File: src/rtl/ipv4_header_capture.sv
// Collects the first five 32-bit words of each packet into a 160-bit IPv4 header beat,
// rejects malformed or short headers and drops the payload.

module ipv4_sat_cnt #(
  parameter int CNT_WIDTH = 16
) (
  input  logic                 clk,
  input  logic                 rst_n,
  input  logic                 inc,
  output logic [CNT_WIDTH-1:0] cnt
);
  always_ff @(posedge clk or negedge rst_n) begin
    if (!rst_n)                 cnt <= '0;
    else if (inc && cnt != '1)  cnt <= cnt + 1'b1;
  end
endmodule

module ipv4_header_capture #(
  parameter int CNT_WIDTH = 16,
  parameter int IN_W      = 32,
  parameter int HDR_W     = 160
) (
  input  logic                 clk,
  input  logic                 rst_n,
  input  logic                 pkt_in_tvalid,
  output logic                 pkt_in_tready,
  input  logic [IN_W-1:0]      pkt_in_tdata,
  input  logic                 pkt_in_tlast,
  output logic                 ipv4_header_tvalid,
  input  logic                 ipv4_header_tready,
  output logic [HDR_W-1:0]     ipv4_header_tdata,
  output logic [CNT_WIDTH-1:0] hdr_count,
  output logic [CNT_WIDTH-1:0] short_count,
  output logic [CNT_WIDTH-1:0] fmt_err_count
);
  generate
    if (IN_W != 32 || HDR_W != 160) begin : g_width_check
      $error("ipv4_header_capture: stream widths must be 32 and 160");
    end
  endgenerate

  typedef enum logic [1:0] {CAPTURE, HOLD, SKIP} state_t;

  state_t          state, next_state;
  logic [2:0]      idx, next_idx;
  logic            skip_q, next_skip;
  logic [4:0][31:0] hdr_q;   // hdr_q[4] holds header word 0 (MSB of the beat)
  logic            tready_q, tvalid_q;
  logic            xfer, fmt_ok;
  logic [2:0]      inc_vec;
  logic [2:0][CNT_WIDTH-1:0] cnt_vec;

  assign xfer   = pkt_in_tvalid && tready_q;
  assign fmt_ok = (hdr_q[4][31:24] == 8'h45);

  assign pkt_in_tready      = tready_q;
  assign ipv4_header_tvalid = tvalid_q;
  assign ipv4_header_tdata  = hdr_q;

  always_comb begin
    next_state = state;
    next_idx   = idx;
    next_skip  = skip_q;
    inc_vec    = 3'b000;
    case (state)
      CAPTURE: begin
        if (xfer) begin
          if (idx == 3'd4) begin
            next_idx = 3'd0;
            if (fmt_ok) begin
              next_state = HOLD;
              next_skip  = !pkt_in_tlast;
            end else begin
              inc_vec[2] = 1'b1;
              next_state = pkt_in_tlast ? CAPTURE : SKIP;
            end
          end else if (pkt_in_tlast) begin
            inc_vec[1] = 1'b1;
            next_idx   = 3'd0;
          end else begin
            next_idx = idx + 3'd1;
          end
        end
      end
      HOLD: begin
        if (ipv4_header_tready) begin
          inc_vec[0] = 1'b1;
          next_state = skip_q ? SKIP : CAPTURE;
        end
      end
      SKIP: begin
        if (xfer && pkt_in_tlast) next_state = CAPTURE;
      end
      default: next_state = CAPTURE;
    endcase
  end

  // Handshake flags are registered from the next state so the header is
  // presented exactly one cycle after the fifth word is accepted.
  always_ff @(posedge clk or negedge rst_n) begin
    if (!rst_n) begin
      state    <= CAPTURE;
      idx      <= 3'd0;
      skip_q   <= 1'b0;
      hdr_q    <= '0;
      tready_q <= 1'b0;
      tvalid_q <= 1'b0;
    end else begin
      state    <= next_state;
      idx      <= next_idx;
      skip_q   <= next_skip;
      tready_q <= (next_state != HOLD);
      tvalid_q <= (next_state == HOLD);
      if (state == CAPTURE && xfer) hdr_q[3'd4 - idx] <= pkt_in_tdata;
    end
  end

  generate
    for (genvar i = 0; i < 3; i++) begin : g_cnt
      ipv4_sat_cnt #(.CNT_WIDTH(CNT_WIDTH)) u_cnt (
        .clk   (clk),
        .rst_n (rst_n),
        .inc   (inc_vec[i]),
        .cnt   (cnt_vec[i])
      );
    end
  endgenerate

  assign hdr_count     = cnt_vec[0];
  assign short_count   = cnt_vec[1];
  assign fmt_err_count = cnt_vec[2];
endmodule

File: config.mk
export PLATFORM = sky130hd
export DESIGN_NAME = ipv4_header_capture
export DESIGN_NICKNAME = d
export VERILOG_FILES = /design/src/rtl/ipv4_header_capture.sv
export SDC_FILE = /design/constraint.sdc
export NUM_CORES = 1
export LEC_CHECK = 0
export ABC_AREA = 1
export BUFFER_PORTS_ARGS = -buffer_cell sky130_fd_sc_hd__buf_2
export CORE_MARGIN = 10
export CORE_UTILIZATION = 48
export DETAILED_ROUTE_END_ITERATION = 7
export PLACE_DENSITY = 0.86
export SKIP_LAST_GASP = 1
export SYNTH_ARGS = -nofsm -noshare
export SYNTH_HDL_FRONTEND = slang
export SYNTH_HIERARCHICAL = 1
export SYNTH_SLANG_ARGS = --single-unit
File: constraint.sdc
create_clock -name clk -period 2.3 [get_ports clk]
set_input_delay 0.46 -clock clk [delete_from_list [all_inputs] [get_ports clk]]
set_output_delay 0.46 -clock clk [all_outputs]
set_load 0.01 [all_outputs]
======== Yosys cells after proc, flatten, opt, wreduce, memory -nomap -nowiden ========
Index checks and enable logic that the tools add are counted.
operators by class
  add/sub/neg operators ................... 5
  $mul .................................... 0
  divide/modulo/power cells ............... 0
  order comparisons ....................... 2
  equality and inequality tests ........... 9
  shift-type cells ........................ 0
  mux-type cells .......................... 21
  bitwise gates (word level) .............. 0
  reductions and logical operators ........ 11
operators by type and width
  kind                   count
  $bwmux 160             1
  $demux 32 s3           1
  $add 16x1->16 const B  3
  $ne 16x16->1 const B   3
  $mux 32                1
  $mux 2                 9
  $eq 8x7->1 const B     1
  $logic_and 1x1->1      7
  $mux 1                 6
  $mux 3                 2
  $pmux 2 s3             1
  $eq 2x1->1 const B     2
  $lt 3x4->1 const B     1
  $reduce_and 4->1       1
  $add 3x1->3 const B    1
  $eq 3x3->1 const B     1
  $ge 3x1->1 const B     1
  $sub 3x3->3 const A    1
  $eq 2x2->1 const B     1
  $logic_not 2->1        1
  $ne 2x1->1 const B     1
  $reduce_and 2->1       1
  $logic_not 1->1        1
word-level totals
  bits in registers ....................... 216
  bits in latches ......................... 0
  memory bits (writable) .................. 0
  memory bits (read-only) ................. 0
  bits of input ports ..................... 37
  output and inout bits ................... 210
  logic and storage cells ................. 61
  memories ................................ 0

======== Longest topological paths before layout ========
  word-level depth ........................ 6
  mapped depth ............................ 14

======== By module ========
The synthesis kept the hierarchy.
by module, submodules not included
  module                             times used  cells each  area each (µm²)
  ipv4_header_capture                1           618         6457.4
  ipv4_sat_cnt (g_cnt[0].u_cnt ...)  2           149         1058.5
  ipv4_sat_cnt (g_cnt[1].u_cnt)      1           147         1031.0

======== Least setup slack after synthesis ========
Ideal clock, no wire load.
  path type ............................... input port to flip-flop
  start ................................... in pkt_in_tvalid
  end ..................................... reg g_cnt[1].u_cnt.cnt[9]
  data arrival time ....................... 2.107 ns
  required time ........................... 2.180 ns
  setup slack ............................. 0.073 ns
  stages on the path ...................... 10
  buffers on the path ..................... 1
  path through ............................ nand2_1 > nor2_4 > buf_8 > inv_1 > nor3_1 > inv_2 > nor3_4 > nand2_1 > o21ai_1 > nand2_1
on the way
  longest elaborated chain between the ends .. 4
RTL lines
  item                  RTL line  source
  from (decl)           25        input logic pkt_in_tvalid,
  $logic_and 1x1->1     53        assign xfer = pkt_in_tvalid && tready_q;
  $mux 2                67        if (xfer) begin
  $mux 2                65        case (state)
  named net inc_vec[1]  50        logic [2:0] inc_vec;
  $logic_and 1x1->1     14        else if (inc && cnt != '1) cnt <= cnt + 1'b1;
  to (signal assigned)  14
  to (decl)             10        output logic [CNT_WIDTH-1:0] cnt
The timed path passes the listed nets, and every way through them passes these cells.
A chain may end at the register's enable or synchronous reset.

======== Worst setup path after layout ========
  start ................................... reg idx[0]
  end ..................................... reg g_cnt[1].u_cnt.cnt[3]
on the way
  longest elaborated chain between the ends .. 5
RTL lines
  item                    RTL line  source
  from (decl)             45        logic [2:0] idx, next_idx;
  from (signal assigned)  110       idx <= next_idx;
  $eq 3x3->1              68        if (idx == 3'd4) begin
  $mux 1                  68
  $mux 2                  67
  $mux 2                  65
  named net inc_vec[1]    50
  $logic_and 1x1->1       14
The timed path passes the listed nets, and every way through them passes these cells.

==> results.md <==
* Multi-input logic area at 0.00360 sq mm
* Clk slew on worst S/H paths at 0.06 ns
* Worst Hold Class: in -> reg
* Power Density at 1290 mW/mm^2
* Syn-to-layout area delta at 23.7%
* Detailed-route wire length at 26100 um
* Placed Cells at 1555
* Sequential area share after synthesis at 56.3%
* Vias in the first global route at 8263
* Worst ir drop on vdd at 0.772 mV
* Grt ovf at 0
* Flops & latches, synth at 216
* R2R setup slack at 0.22 ns
* Synth top area cells: dfrtp_1, nand2_1, o21ai_0
* First-pass GRT wire length at 43000 um
* Largest area contributor in the synthesized netlist: dfrtp_1
* Row Count at 51
* H-tree levels at 1
* Critical path arrival at 2.51 ns
* Non-filler cells, final at 1597
* Postcts setup bufs at 0
* Pin count of the biggest net entering global routing at 65
* Post-synthesis cell type count at 33
* Worst path bufs/invs at 3
* Seq. cell area at 0.00541 sq mm
* Wire per inst at 16.3 um
* IO buf count at 246
* Leakage Power at 6.25 nW
* CTS tree: done
* Routed vias/inst at 5.05
* RR Startpoint: idx[0]
* Clock Path Buffers at 3
* Via count at 8069
* Setup_tns at 0 ns
* GPL Wtd Cong at 0.890
* Period utilization at 90.6%
* Worst skew pair latency at 0.50 ns
* Worst Max-Slew Pin Slew at 0.612 ns
* Final antenna diode count at 0
* Max Clock Freq at 480 MHz
* RSZ-0062 raised after global routing: no
* Gate Count Post-Synth at 1063
* DRT antenna net count at 0
* Count of final setup violators at 0
* Filler cell count at 1621
* # IOs at 247
* Crit-path max FO at 10
* Most frequent cells in the layout: nand2_1, buf_2, dfrtp_1, o21ai_0, inv_1
* R2R depth at 9
* Setup CP Type: reg -> reg
* Worst hold path depth at 2
* Synth warn at 6
* Mapped Nets at 1106
* Core area at 0.0196 sq mm
* Fin. Hold Viols at 0
* # DRC at 0
* Max_cap viols at 0
* Fraction of layout cells with a size suffix above 1 at 29.8%
* Initial Util at 49.0%
* Min Tclk post-route at 2.08 ns
* Crit path launch type: flip-flop
* Worst hold path startpoint: ipv4_header_tready
* WHS Endpoint: state[0]
* Vert. Die Dim at 161 um
* Die X at 161 um
* Status: finished clean
* Rel. slew slack at 59.2%
* Post-DP HPWL at 19000 um
* DR iter-0 viols at 480
* Worst Skew at 0.0146 ns
* Crit path largest cell delay at 0.42 ns
* CP Cell Sequence: inv_2, ha_1, ha_1, nor3_1, buf_4, inv_2, nor2_2, nand2_1, o21ai_2
* Clk root buf: clkbuf_16
* Slew Viols, Final at 0
* TritonCTS buffer count at 23
* Layout net count at 1359
* Setup crit end kind: flip-flop
* Delay-heaviest family, CP: simple AND/OR/NAND/NOR gates
* Clock Sinks at 216
* DRT Pass-1 Iters at 5
* Data required, critical path at 2.72 ns
* Die area at 0.0261 sq mm
* Cell area after synthesis at 0.00961 sq mm
* Yosys top cell area share at 56.3%
* Worst flop-to-flop path endpoint: g_cnt[1].u_cnt/cnt[3]
* Slowest-stage cell, CP: dfrtp_1
* Most common cell after layout, fill and taps aside: nand2_1
* Mean Syn Cell Area at 9.04 sq um
* Initial antenna violation count at 0
* Total track usage at 19.7%
[routing by layer]
metal  track usage (%)  vias up  share of wire (%)
met5                 0        -                  0
met2              33.4      264                 49
met1              24.0     3858                 41
met3              5.95       47                8.4
met4              5.21        0                2.0
li1                  -     3900                  -
[cell type report]
cell class | instances | share of cell area (%)
timing repair buffer | 263 | 12.1
clock inverter | 9 | 1.24
sequential | 216 | 45.5
inverter | 90 | 2.85
tap | 265 | 2.79
clock buffer | 32 | 5.29
multi-input combinational | 722 | 30.3
[Yosys cell counts]
cell type and number:
nand4_4 2, nand3_2 1, nand2_1 366, buf_6 14
nand3b_1 1, inv_1 84, a21oi_1 1, buf_4 2
buf_2 9, nand2_8 1, xor2_1 5, ha_1 6
clkbuf_1 8, clkbuf_2 1, nor2_4 9, o21ai_0 113
inv_2 5, nor3_4 1, xnor2_1 12, dfrtp_1 216
nand4_1 20, o22ai_1 1, nand2_4 3, nor2_2 12
nor2_1 53, clkinv_2 1, nand2_2 13, nand3_1 24
o21ai_1 23, nor3_1 2, o21ai_2 52, buf_8 1
a31oi_1 1
[flip-flops by register name, indices dropped and copies added, names as in the netlist]
| name | cells |
|---|---|
| state | 2 |
| ipv4_header_tvalid | 1 |
| idx | 3 |
| skip_q | 1 |
| ipv4_header_tdata | 160 |
| pkt_in_tready | 1 |
| g_cnt.u_cnt/cnt | 48 |
[worst reg2reg max path, delay by kind of cell (launching register included)]
kind                     cells  cell delay (ns)
AO/OA/AOI/OAI                1             0.07
adder cells (fa/ha/maj)      2             0.46
buffers and inverters        3             0.36
flip-flops                   1             0.42
AND/OR/NAND/NOR              3             0.72
[cell families (layout without fill, tap and decap cells)]
| family | count (synthesis) | in the layout | synth area share, % |
|---|---|---|---|
| AOI/OAI and AO/OA | 191 | 191 | 12.0 |
| adders and majority gates | 6 | 6 | 0.782 |
| buffers and inverters | 125 | 394 | 6.32 |
| xor gates and xnor gates | 17 | 17 | 1.55 |
| and+or+nand+nor | 508 | 508 | 23.1 |
| DFF | 216 | 216 | 56.3 |
[repair_timing]
action | CTS | global route
hold endpoints to repair | 50 | 0
setup endpoints to repair | 0 | 17
resized for setup | 0 | 2
hold buffers | 1 | 0
[where the power goes]
part	internal (mW)	switching, mW	leakage (nW)	total, mW
combinational	2.04	3.31	3.13	5.35
sequential	5.21	0.943	2.74	6.16
clock	2.36	1.46	0.378	3.82
[metrics by stage]
step	setup WS, ns	cell area [sq um]	utilization [%]	total power [mW]	hold slack [ns]
4_1_cts	0.172	11900	60.6	15.5	0.218
2_1_floorplan	0.0727	9610	-	9.22	0.164
3_5_place_dp	0.171	11100	56.6	11.6	0.465
5_1_grt	0.0151	11900	60.7	16.4	0.224
6_report	0.217	11900	60.7	15.3	0.240
3_3_place_gp	0.252	11100	56.6	11.3	0.460
[worst max-delay path by stage]
stage,start,endpoint,slack (ns),depth (start not counted)
floorplan,pkt_in_tvalid,g_cnt[1].u_cnt/cnt[9],0.07,10
global placement,idx[0],g_cnt[1].u_cnt/cnt[9],0.25,10
detailed placement,idx[0],g_cnt[2].u_cnt/cnt[7],0.17,8
CTS,idx[0],g_cnt[1].u_cnt/cnt[9],0.17,10
global route,idx[0],g_cnt[2].u_cnt/cnt[15],0.02,13
finish,idx[0],g_cnt[1].u_cnt/cnt[3],0.22,9
Note: power is estimated with default switching activity, not from simulation.
